**src/rtl/t00_wb_ctrl_regs_if.sv**
```systemverilog
// Wishbone classic bus bundle between the management core and the sequencer control regs.
// Signal names keep the slave-side _i/_o view so the register bank reads naturally.
interface t00_wb_ctrl_regs_if;
  logic        wb_cyc_i;
  logic        wb_stb_i;
  logic        wb_we_i;
  logic [3:0]  wb_sel_i;
  logic [31:0] wb_adr_i;
  logic [31:0] wb_dat_i;
  logic [31:0] wb_dat_o;
  logic        wb_ack_o;

  modport master (
    output wb_cyc_i, wb_stb_i, wb_we_i, wb_sel_i, wb_adr_i, wb_dat_i,
    input  wb_dat_o, wb_ack_o
  );

  modport slave (
    input  wb_cyc_i, wb_stb_i, wb_we_i, wb_sel_i, wb_adr_i, wb_dat_i,
    output wb_dat_o, wb_ack_o
  );
endinterface

```
**src/rtl/t00_wb_ctrl_regs.sv**
```systemverilog
// Wishbone register bank for the GPIO sequencer: prescaler, done status/run counter, irq.
// Ack and read data one cycle after the request; never stalls, at most one ack every other cycle.
module t00_wb_ctrl_regs #(
  parameter logic [31:0] BASE_ADDR = 32'h3000_0000,
  parameter logic [31:0] ID_VALUE  = 32'h5445_0000
) (
  input  logic                     clk,
  input  logic                     rst,
  t00_wb_ctrl_regs_if.slave        wb,
  input  logic                     done_i,
  output logic [13:0]              prescaler_o,
  output logic                     irq_o
);

  localparam logic [1:0] REG_PRESC  = 2'd0;
  localparam logic [1:0] REG_STATUS = 2'd1;
  localparam logic [1:0] REG_IRQEN  = 2'd2;
  localparam logic [1:0] REG_ID     = 2'd3;

  logic        ack_q, ack_d;
  logic [31:0] dat_q, dat_d;
  logic [13:0] presc_q, presc_d;
  logic        done_sts_q, done_sts_d;
  logic [7:0]  runs_q, runs_d;
  logic        irq_en_q, irq_en_d;
  logic        done_q;

  logic        req;
  logic        hit;
  logic        wr_en;
  logic        rd_en;
  logic [1:0]  reg_idx;
  logic        done_rise;
  logic [31:0] rdata;
  logic [15:0] presc_wr;
  logic        status_wr;
  logic        w1c_done;
  logic        clr_runs;

  // The ~ack_q term keeps a lingering strobe from being acked twice in a row.
  assign req       = wb.wb_cyc_i & wb.wb_stb_i & ~ack_q;
  assign hit       = (wb.wb_adr_i[31:4] == BASE_ADDR[31:4]);
  assign wr_en     = req & wb.wb_we_i & hit;
  assign rd_en     = req & ~wb.wb_we_i;
  assign reg_idx   = wb.wb_adr_i[3:2];
  assign done_rise = done_i & ~done_q;

  assign status_wr = wr_en && (reg_idx == REG_STATUS) && wb.wb_sel_i[0];
  assign w1c_done  = status_wr & wb.wb_dat_i[0];
  assign clr_runs  = status_wr & wb.wb_dat_i[1];

  // Merge enabled byte lanes 0/1 over the current value before the zero check.
  assign presc_wr = {
    wb.wb_sel_i[1] ? wb.wb_dat_i[15:8] : {2'b00, presc_q[13:8]},
    wb.wb_sel_i[0] ? wb.wb_dat_i[7:0]  : presc_q[7:0]
  };

  always_comb begin
    rdata = 32'h0;
    if (hit) begin
      case (reg_idx)
        REG_PRESC:  rdata = {18'h0, presc_q};
        REG_STATUS: rdata = {16'h0, runs_q, 7'h0, done_sts_q};
        REG_IRQEN:  rdata = {31'h0, irq_en_q};
        REG_ID:     rdata = ID_VALUE;
        default:    rdata = 32'h0;
      endcase
    end
  end

  always_comb begin
    ack_d = req;
    dat_d = rd_en ? rdata : 32'h0;
  end

  always_comb begin
    presc_d  = presc_q;
    irq_en_d = irq_en_q;
    if (wr_en && (reg_idx == REG_PRESC)) begin
      presc_d = (presc_wr[13:0] == 14'd0) ? 14'd1 : presc_wr[13:0];
    end
    if (wr_en && (reg_idx == REG_IRQEN) && wb.wb_sel_i[0]) begin
      irq_en_d = wb.wb_dat_i[0];
    end
  end

  // A rise on the same edge as a clear wins, so no edge is ever lost.
  always_comb begin
    done_sts_d = done_sts_q;
    runs_d     = runs_q;
    if (w1c_done) begin
      done_sts_d = 1'b0;
    end
    if (clr_runs) begin
      runs_d = 8'd0;
    end
    if (done_rise) begin
      done_sts_d = 1'b1;
      if (clr_runs) begin
        runs_d = 8'd1;
      end else if (runs_q != 8'hFF) begin
        runs_d = runs_q + 8'd1;
      end
    end
  end

  always_ff @(posedge clk) begin
    if (rst) begin
      ack_q      <= 1'b0;
      dat_q      <= 32'h0;
      presc_q    <= 14'd1;
      done_sts_q <= 1'b0;
      runs_q     <= 8'd0;
      irq_en_q   <= 1'b0;
      done_q     <= 1'b0;
    end else begin
      ack_q      <= ack_d;
      dat_q      <= dat_d;
      presc_q    <= presc_d;
      done_sts_q <= done_sts_d;
      runs_q     <= runs_d;
      irq_en_q   <= irq_en_d;
      done_q     <= done_i;
    end
  end

  assign wb.wb_ack_o = ack_q;
  assign wb.wb_dat_o = dat_q;
  assign prescaler_o = presc_q;
  assign irq_o       = done_sts_q & irq_en_q;

  logic unused_bits;
  assign unused_bits = ^{wb.wb_adr_i[1:0], wb.wb_dat_i[31:16], wb.wb_sel_i[3:2], presc_wr[15:14]};

endmodule
```
**src/flat_wrapper.sv**
```systemverilog
// flat-port wrapper written by rule: the top's interface ports become plain ports
module t00_wb_ctrl_regs_flat 
#(
  parameter logic [31:0] BASE_ADDR = 32'h3000_0000,
  parameter logic [31:0] ID_VALUE  = 32'h5445_0000
)
  (clk, rst, done_i, prescaler_o, irq_o, wb_wb_cyc_i, wb_wb_stb_i, wb_wb_we_i, wb_wb_sel_i, wb_wb_adr_i, wb_wb_dat_i, wb_wb_dat_o, wb_wb_ack_o);
  t00_wb_ctrl_regs_if wb_i ();
  input  logic clk;
  input  logic rst;
  input  logic done_i;
  output logic [13:0] prescaler_o;
  output logic irq_o;
  input wire logic [$bits(wb_i.wb_cyc_i)-1:0] wb_wb_cyc_i;
  input wire logic [$bits(wb_i.wb_stb_i)-1:0] wb_wb_stb_i;
  input wire logic [$bits(wb_i.wb_we_i)-1:0] wb_wb_we_i;
  input wire logic [$bits(wb_i.wb_sel_i)-1:0] wb_wb_sel_i;
  input wire logic [$bits(wb_i.wb_adr_i)-1:0] wb_wb_adr_i;
  input wire logic [$bits(wb_i.wb_dat_i)-1:0] wb_wb_dat_i;
  output wire logic [$bits(wb_i.wb_dat_o)-1:0] wb_wb_dat_o;
  output wire logic [$bits(wb_i.wb_ack_o)-1:0] wb_wb_ack_o;
  assign wb_i.wb_cyc_i = wb_wb_cyc_i;
  assign wb_i.wb_stb_i = wb_wb_stb_i;
  assign wb_i.wb_we_i = wb_wb_we_i;
  assign wb_i.wb_sel_i = wb_wb_sel_i;
  assign wb_i.wb_adr_i = wb_wb_adr_i;
  assign wb_i.wb_dat_i = wb_wb_dat_i;
  assign wb_wb_dat_o = wb_i.wb_dat_o;
  assign wb_wb_ack_o = wb_i.wb_ack_o;
  t00_wb_ctrl_regs #(.BASE_ADDR(BASE_ADDR), .ID_VALUE(ID_VALUE)) u_core (.clk(clk), .rst(rst), .wb(wb_i), .done_i(done_i), .prescaler_o(prescaler_o), .irq_o(irq_o));
endmodule
```
**config.mk**
```make
export PLATFORM = sky130hd
export DESIGN_NAME = t00_wb_ctrl_regs_flat
export DESIGN_NICKNAME = d
export VERILOG_FILES = /design/src/rtl/t00_wb_ctrl_regs_if.sv /design/src/rtl/t00_wb_ctrl_regs.sv /design/src/flat_wrapper.sv
export SDC_FILE = /design/constraint.sdc
export NUM_CORES = 1
export LEC_CHECK = 0
export CORE_UTILIZATION = 30
export CTS_CLUSTER_DIAMETER = 50
export DETAILED_ROUTE_END_ITERATION = 10
export GPL_TIMING_DRIVEN = 0
export PLACE_DENSITY = 0.74
export SYNTH_ARGS = -nofsm -noshare
export SYNTH_HDL_FRONTEND = slang
export SYNTH_SLANG_ARGS = --single-unit
```
**constraint.sdc**
```tcl
create_clock -name clk -period 1.8 [get_ports clk]
set_clock_uncertainty 0.05 [all_clocks]
set_input_delay 0.27 -clock clk [delete_from_list [all_inputs] [get_ports clk]]
set_output_delay 0.27 -clock clk [all_outputs]
set_load 0.005 [all_outputs]
```
# Word-level counts from Yosys, hierarchy flattened
# Index checks and enable logic that the tools add are counted.
# totals
out_inout_bits,48
ff_bits,58
input_bits,74
elab_cells,46
# classes
add_sub_neg,1
n_bitwise,14
mux,10
reduce_logical,9
n_eq_ne,5
# ops
operator,count
32-bit case mux with 4 select lines,1
8-bit two-way mux,5
"28-bit by 26-bit equality test with 1-bit output, second input constant",1
14-bit logical NOT,1
14-bit two-way mux,1
1-bit bitwise AND,9
"8-bit by 1-bit adder with 8-bit output, second input constant",1
"8-bit != test, second input constant",1
6-bit two-way mux,1
1-bit logical AND,5
1-bit NOT,5
"2-bit equality test, second input constant",2
3-bit OR reduction,1
"2-bit by 1-bit equality test with 1-bit output, second input constant",1
2-bit logical NOT,1
1-bit two-way mux,2
2-bit nonzero test,1

# Logic depth before layout (Yosys ltp)
# logic_depth
ltp_word,11
mapped_depth,7
depth_no_buf,6

# Least setup slack after synthesis
# Ideal clock, no wire load.
# synth_path
kind,input to register
start,input wb_wb_adr_i[20]
end,register u_core.dat_q[1] (netlist: u_core.wb.wb_dat_o[1])
required_time_ns,1.691
setup_time_ns,0.059
arrival_ns,1.681
stages,6
n_path_buf,1
slack_ns,0.011
cell_sequence,nor4_1 > nand3_2 > or4b_4 > buf_6 > nor2_8 > and2_1
# synth_between
elab_chain_cells,3
# synth_lines
item,line,source
start: declaration,flat_wrapper.sv:18,input wire logic [$bits(wb_i.wb_adr_i)-1:0] wb_wb_adr_i;
28-bit by 26-bit equality test with 1-bit output,t00_wb_ctrl_regs.sv:42,assign hit = (wb.wb_adr_i[31:4] == BASE_ADDR[31:4]);
1-bit NOT (no source line),-,
3-bit OR reduction (no source line),-,
end signal: assignment,t00_wb_ctrl_regs.sv:118,dat_q <= dat_d;
end: declaration,t00_wb_ctrl_regs.sv:21,"logic [31:0] dat_q, dat_d;"
# No other way between the ends.
# A chain may end at the register's enable or synchronous reset.

# Worst setup path in the final report
# layout_path
start,input wb_wb_dat_i[0]
end,register u_core.presc_q[0] (netlist: u_core.prescaler_o[0])
# layout_between
elab_chain_cells,3
# layout_lines
item,line,source
start: declaration,flat_wrapper.sv:19,input wire logic [$bits(wb_i.wb_dat_i)-1:0] wb_wb_dat_i;
8-bit two-way mux *,t00_wb_ctrl_regs.sv:55,wb.wb_sel_i[0] ? wb.wb_dat_i[7:0] : presc_q[7:0]
14-bit logical NOT,t00_wb_ctrl_regs.sv:80,presc_d = (presc_wr[13:0] == 14'd0) ? 14'd1 : presc_wr[13:0];
14-bit two-way mux *,t00_wb_ctrl_regs.sv:80,
end signal: assignment,t00_wb_ctrl_regs.sv:119,presc_q <= presc_d;
end: declaration,t00_wb_ctrl_regs.sv:22,"logic [13:0] presc_q, presc_d;"
# Mark *: on every way between the ends. The rest lies on a longest branch, timed or not.

==> metrics.txt <==
startpoint type of the worst setup path=primary input; number of synthesized register bits=43; worst hold path startpoint=wb_wb_cyc_i; data required time of the worst path=1.99 ns; clock latency of the later-clocked register in the worst-skew pair=0.29 ns; filler cell count in the final layout=617; maximum number of pins on one net before global-route repair=14; clock tree from TritonCTS=built; worst slack after detailed placement=-0.708 ns; sequential cell area=867 sq um; post-layout min period=1.76 ns; setup repair after global routing missed its margin=yes; Power, Total=0.00201 W; # rows=30; Critical Path Slowest Stage Cell=or4b_4; drt first pass iters=5; maximum clock rate=0.568 GHz; netlist area before placement=2100 sq um; initial standard-cell utilization of the core=0.309; synth-to-layout area growth=65.3%; via count of the first global-routing pass=1840; clk slew on worst S/H paths=0.09 ns; total gr overflow=0; Async S/R FF share, synth=0; type of the worst setup path=in -> reg; remaining antenna violation count after routing=0; fraction of layout instances using a drive strength above 1=0.249; routed length per placed instance=13.9 microns; area used by multi-input combinational logic=1220 sq um; number of distinct standard cells referenced by the synthesized netlist=48; gr usage total=0.159; power density cells=579 nW/um^2; TritonCTS buffer count=5; buffer and inverter count on the worst path=1; number of vias per cell=4.72; final cell area excluding filler cells=3470 sq um; number of buffers inserted by hold repair at cts=0; core area=6790 sq um; chain of cells forming the critical path=clkdlybuf4s50_1 > or4b_4 > o22ai_4 > a41oi_4 > o21a_1 > nor2_1; Chip Width=85.7 microns; number of cells in the design after placement=406; antenna violations before repair=0; Final Hold Violating Endpoints=0; number of flops mapped to enable cells by yosys=0; placed cell area=3120 sq um; Iter 0 DRT Violations=188; # nets final=407; global-route wire length before repair=9160 microns; sort of element at the end of the critical path=flip-flop; ant diodes=0; peak supply drop=325 uV; Post-Synthesis Cells=214; transition time of the tightest slew-check pin=0.610 ns; mean area per synthesized cell=9.81 sq um; type of the worst min-delay path=in -> reg; Ports=122; vertical extent of the die=85.7 microns; startpoint of the worst-slack reg-to-reg timing path=u_core.wb.wb_ack_o; worst path arrival time=1.95 ns; Max stage delay on crit path=0.58 ns; warning count from the yosys run=0; Port Buffers=87; Bufs on Longest Clock Path=2; DRC=0; post-route insts no fill=429; most common library cell in the layout ignoring fill and taps=clkdlybuf4s50_1; most used flip-flop cell after synthesis=dfxtp_1; launching instance or port of the critical path=wb_wb_dat_i[0]; HPWL after detailed placement=4100 microns; family with the most delay on the worst path=simple AND/OR/NAND/NOR gates; fin worst setup slack=0.0388 ns; wire length after detailed routing=5970 microns; overall die area=7340 sq um; Max-cap violations=0; gpl congestion=0.786; Max transition margin=0.594; final period utilization=0.978; Finish-stage setup viols=0; worst-path fanout max=5; clock root buffer=clkbuf_8; static power due to leakage=1.42 nW; vias after detailed routing=2025; commonest non-fill, non-tap cells in the layout=clkdlybuf4s50_1, dfxtp_1, nor2_1, buf_4, mux2i_1; number of clock sinks=43; run status=completed; post-synthesis sequential area ratio=0.410; H-Tree Depth=2; number of max-slew violations in the final report=0
logic make-up (layout without fill, tap and decap cells):
group / after synthesis / count (layout) / synth area share
and+or+nand+nor: 103 / 103 / 0.335
adders and majority gates: 1 / 1 / 0.00596
muxes: 19 / 19 / 0.0912
buffers and inverters: 29 / 139 / 0.0864
DFF: 43 / 43 / 0.410
other: 1 / 10 / 0.00179
AOI/OAI and AO/OA: 13 / 13 / 0.0489
xor gates and xnor gates: 5 / 5 / 0.0209
synth_stat cells, types with 2 or more instances:
| cell type | count | area share |
|---|---|---|
| buf_4 | 15 | 0.054 |
| xnor2_1 | 3 | 0.013 |
| nand2b_1 | 3 | 0.0089 |
| nor2b_1 | 2 | 0.0060 |
| o22ai_1 | 2 | 0.0060 |
| nand2_1 | 9 | 0.016 |
| buf_6 | 2 | 0.011 |
| nor4_4 | 6 | 0.061 |
| inv_1 | 5 | 0.0089 |
| or3b_2 | 4 | 0.017 |
| o2bb2ai_1 | 2 | 0.0083 |
| nor4_1 | 8 | 0.024 |
| or4_1 | 3 | 0.011 |
| dfxtp_1 | 43 | 0.41 |
| and2_1 | 8 | 0.024 |
| nor2_1 | 28 | 0.050 |
| clkbuf_1 | 5 | 0.0089 |
| nand3b_1 | 2 | 0.0071 |
| nand4_1 | 2 | 0.0060 |
| nand3_1 | 8 | 0.019 |
| nor3_1 | 3 | 0.0071 |
| xor2_1 | 2 | 0.0083 |
| and3_1 | 6 | 0.018 |
| mux2i_1 | 18 | 0.086 |
| o21ai_0 | 2 | 0.0048 |
tightest hold or removal path, stage by stage:
cell            delay [ns]
dlymetal6s2s_1        0.14
nand2_2               0.10
nor3_1                0.05
stage by stage:
stage	util	hold slack [ns]	setup TNS, ns
after detailed placement	0.460	0.420	-22.67
final	0.511	0.249	0
after global routing	0.511	0.270	-0.139
after floorplan	-	0.348	0
after CTS	0.498	0.266	0
after global placement	0.460	0.414	-21.04
path summary, 6_finish.rpt:
kind | to | slack [ns] | depth (start not counted)
min reg2reg | u_core.wb.wb_ack_o | 0.41 | 1
max reg2reg | u_core.prescaler_o[3] | 0.05 | 7
max | u_core.prescaler_o[0] | 0.04 | 6
min | u_core.wb.wb_ack_o | 0.25 | 3
sequential cells by signal, indices dropped and copies added (netlist names):
signal	flops
u_core.done_sts_q	1
u_core.prescaler_o	14
u_core.done_q	1
u_core.irq_en_q	1
u_core.wb.wb_ack_o	1
u_core.wb.wb_dat_o	17
u_core.runs_q	8
routing by layer:
| metal | wire length (microns) | global-route usage | part of all wire | vias to the layer above |
|---|---|---|---|---|
| li1 | - | - | - | 974 |
| met1 | 2540 | 0.202 | 0.43 | 940 |
| met2 | 2850 | 0.267 | 0.48 | 104 |
| met3 | 523 | 0.0414 | 0.088 | 7 |
| met4 | 53 | 0.0439 | 0.0089 | 0 |
| met5 | 0 | 0 | 0 | - |
final cells by class:
class | instances | area share
multi-input combinational | 151 | 0.351
inverter | 5 | 0.00541
clock buffer | 6 | 0.0238
timing repair buffer | 105 | 0.284
buffer | 21 | 0.0418
clock inverter | 2 | 0.0101
sequential | 43 | 0.250
tap | 96 | 0.0346
what timing repair did:
action                                  4_1_cts  5_1_grt
resized for setup                            47       37
endpoints found under the setup margin       35       28
setup buffers                                12        6
pin swaps                                    16       15
cloned                                        1        0
where the power goes:
group	total, W	leakage [nW]	internal [W]	switching [W]
registers	0.000967	0.349	0.000959	0.00000836
clock network	0.000793	0.0612	0.000449	0.000344
logic	0.000249	1.01	0.000139	0.000110
total	0.00201	1.42	0.00155	0.000462
No activity file was read; power rests on OpenSTA's default activity.
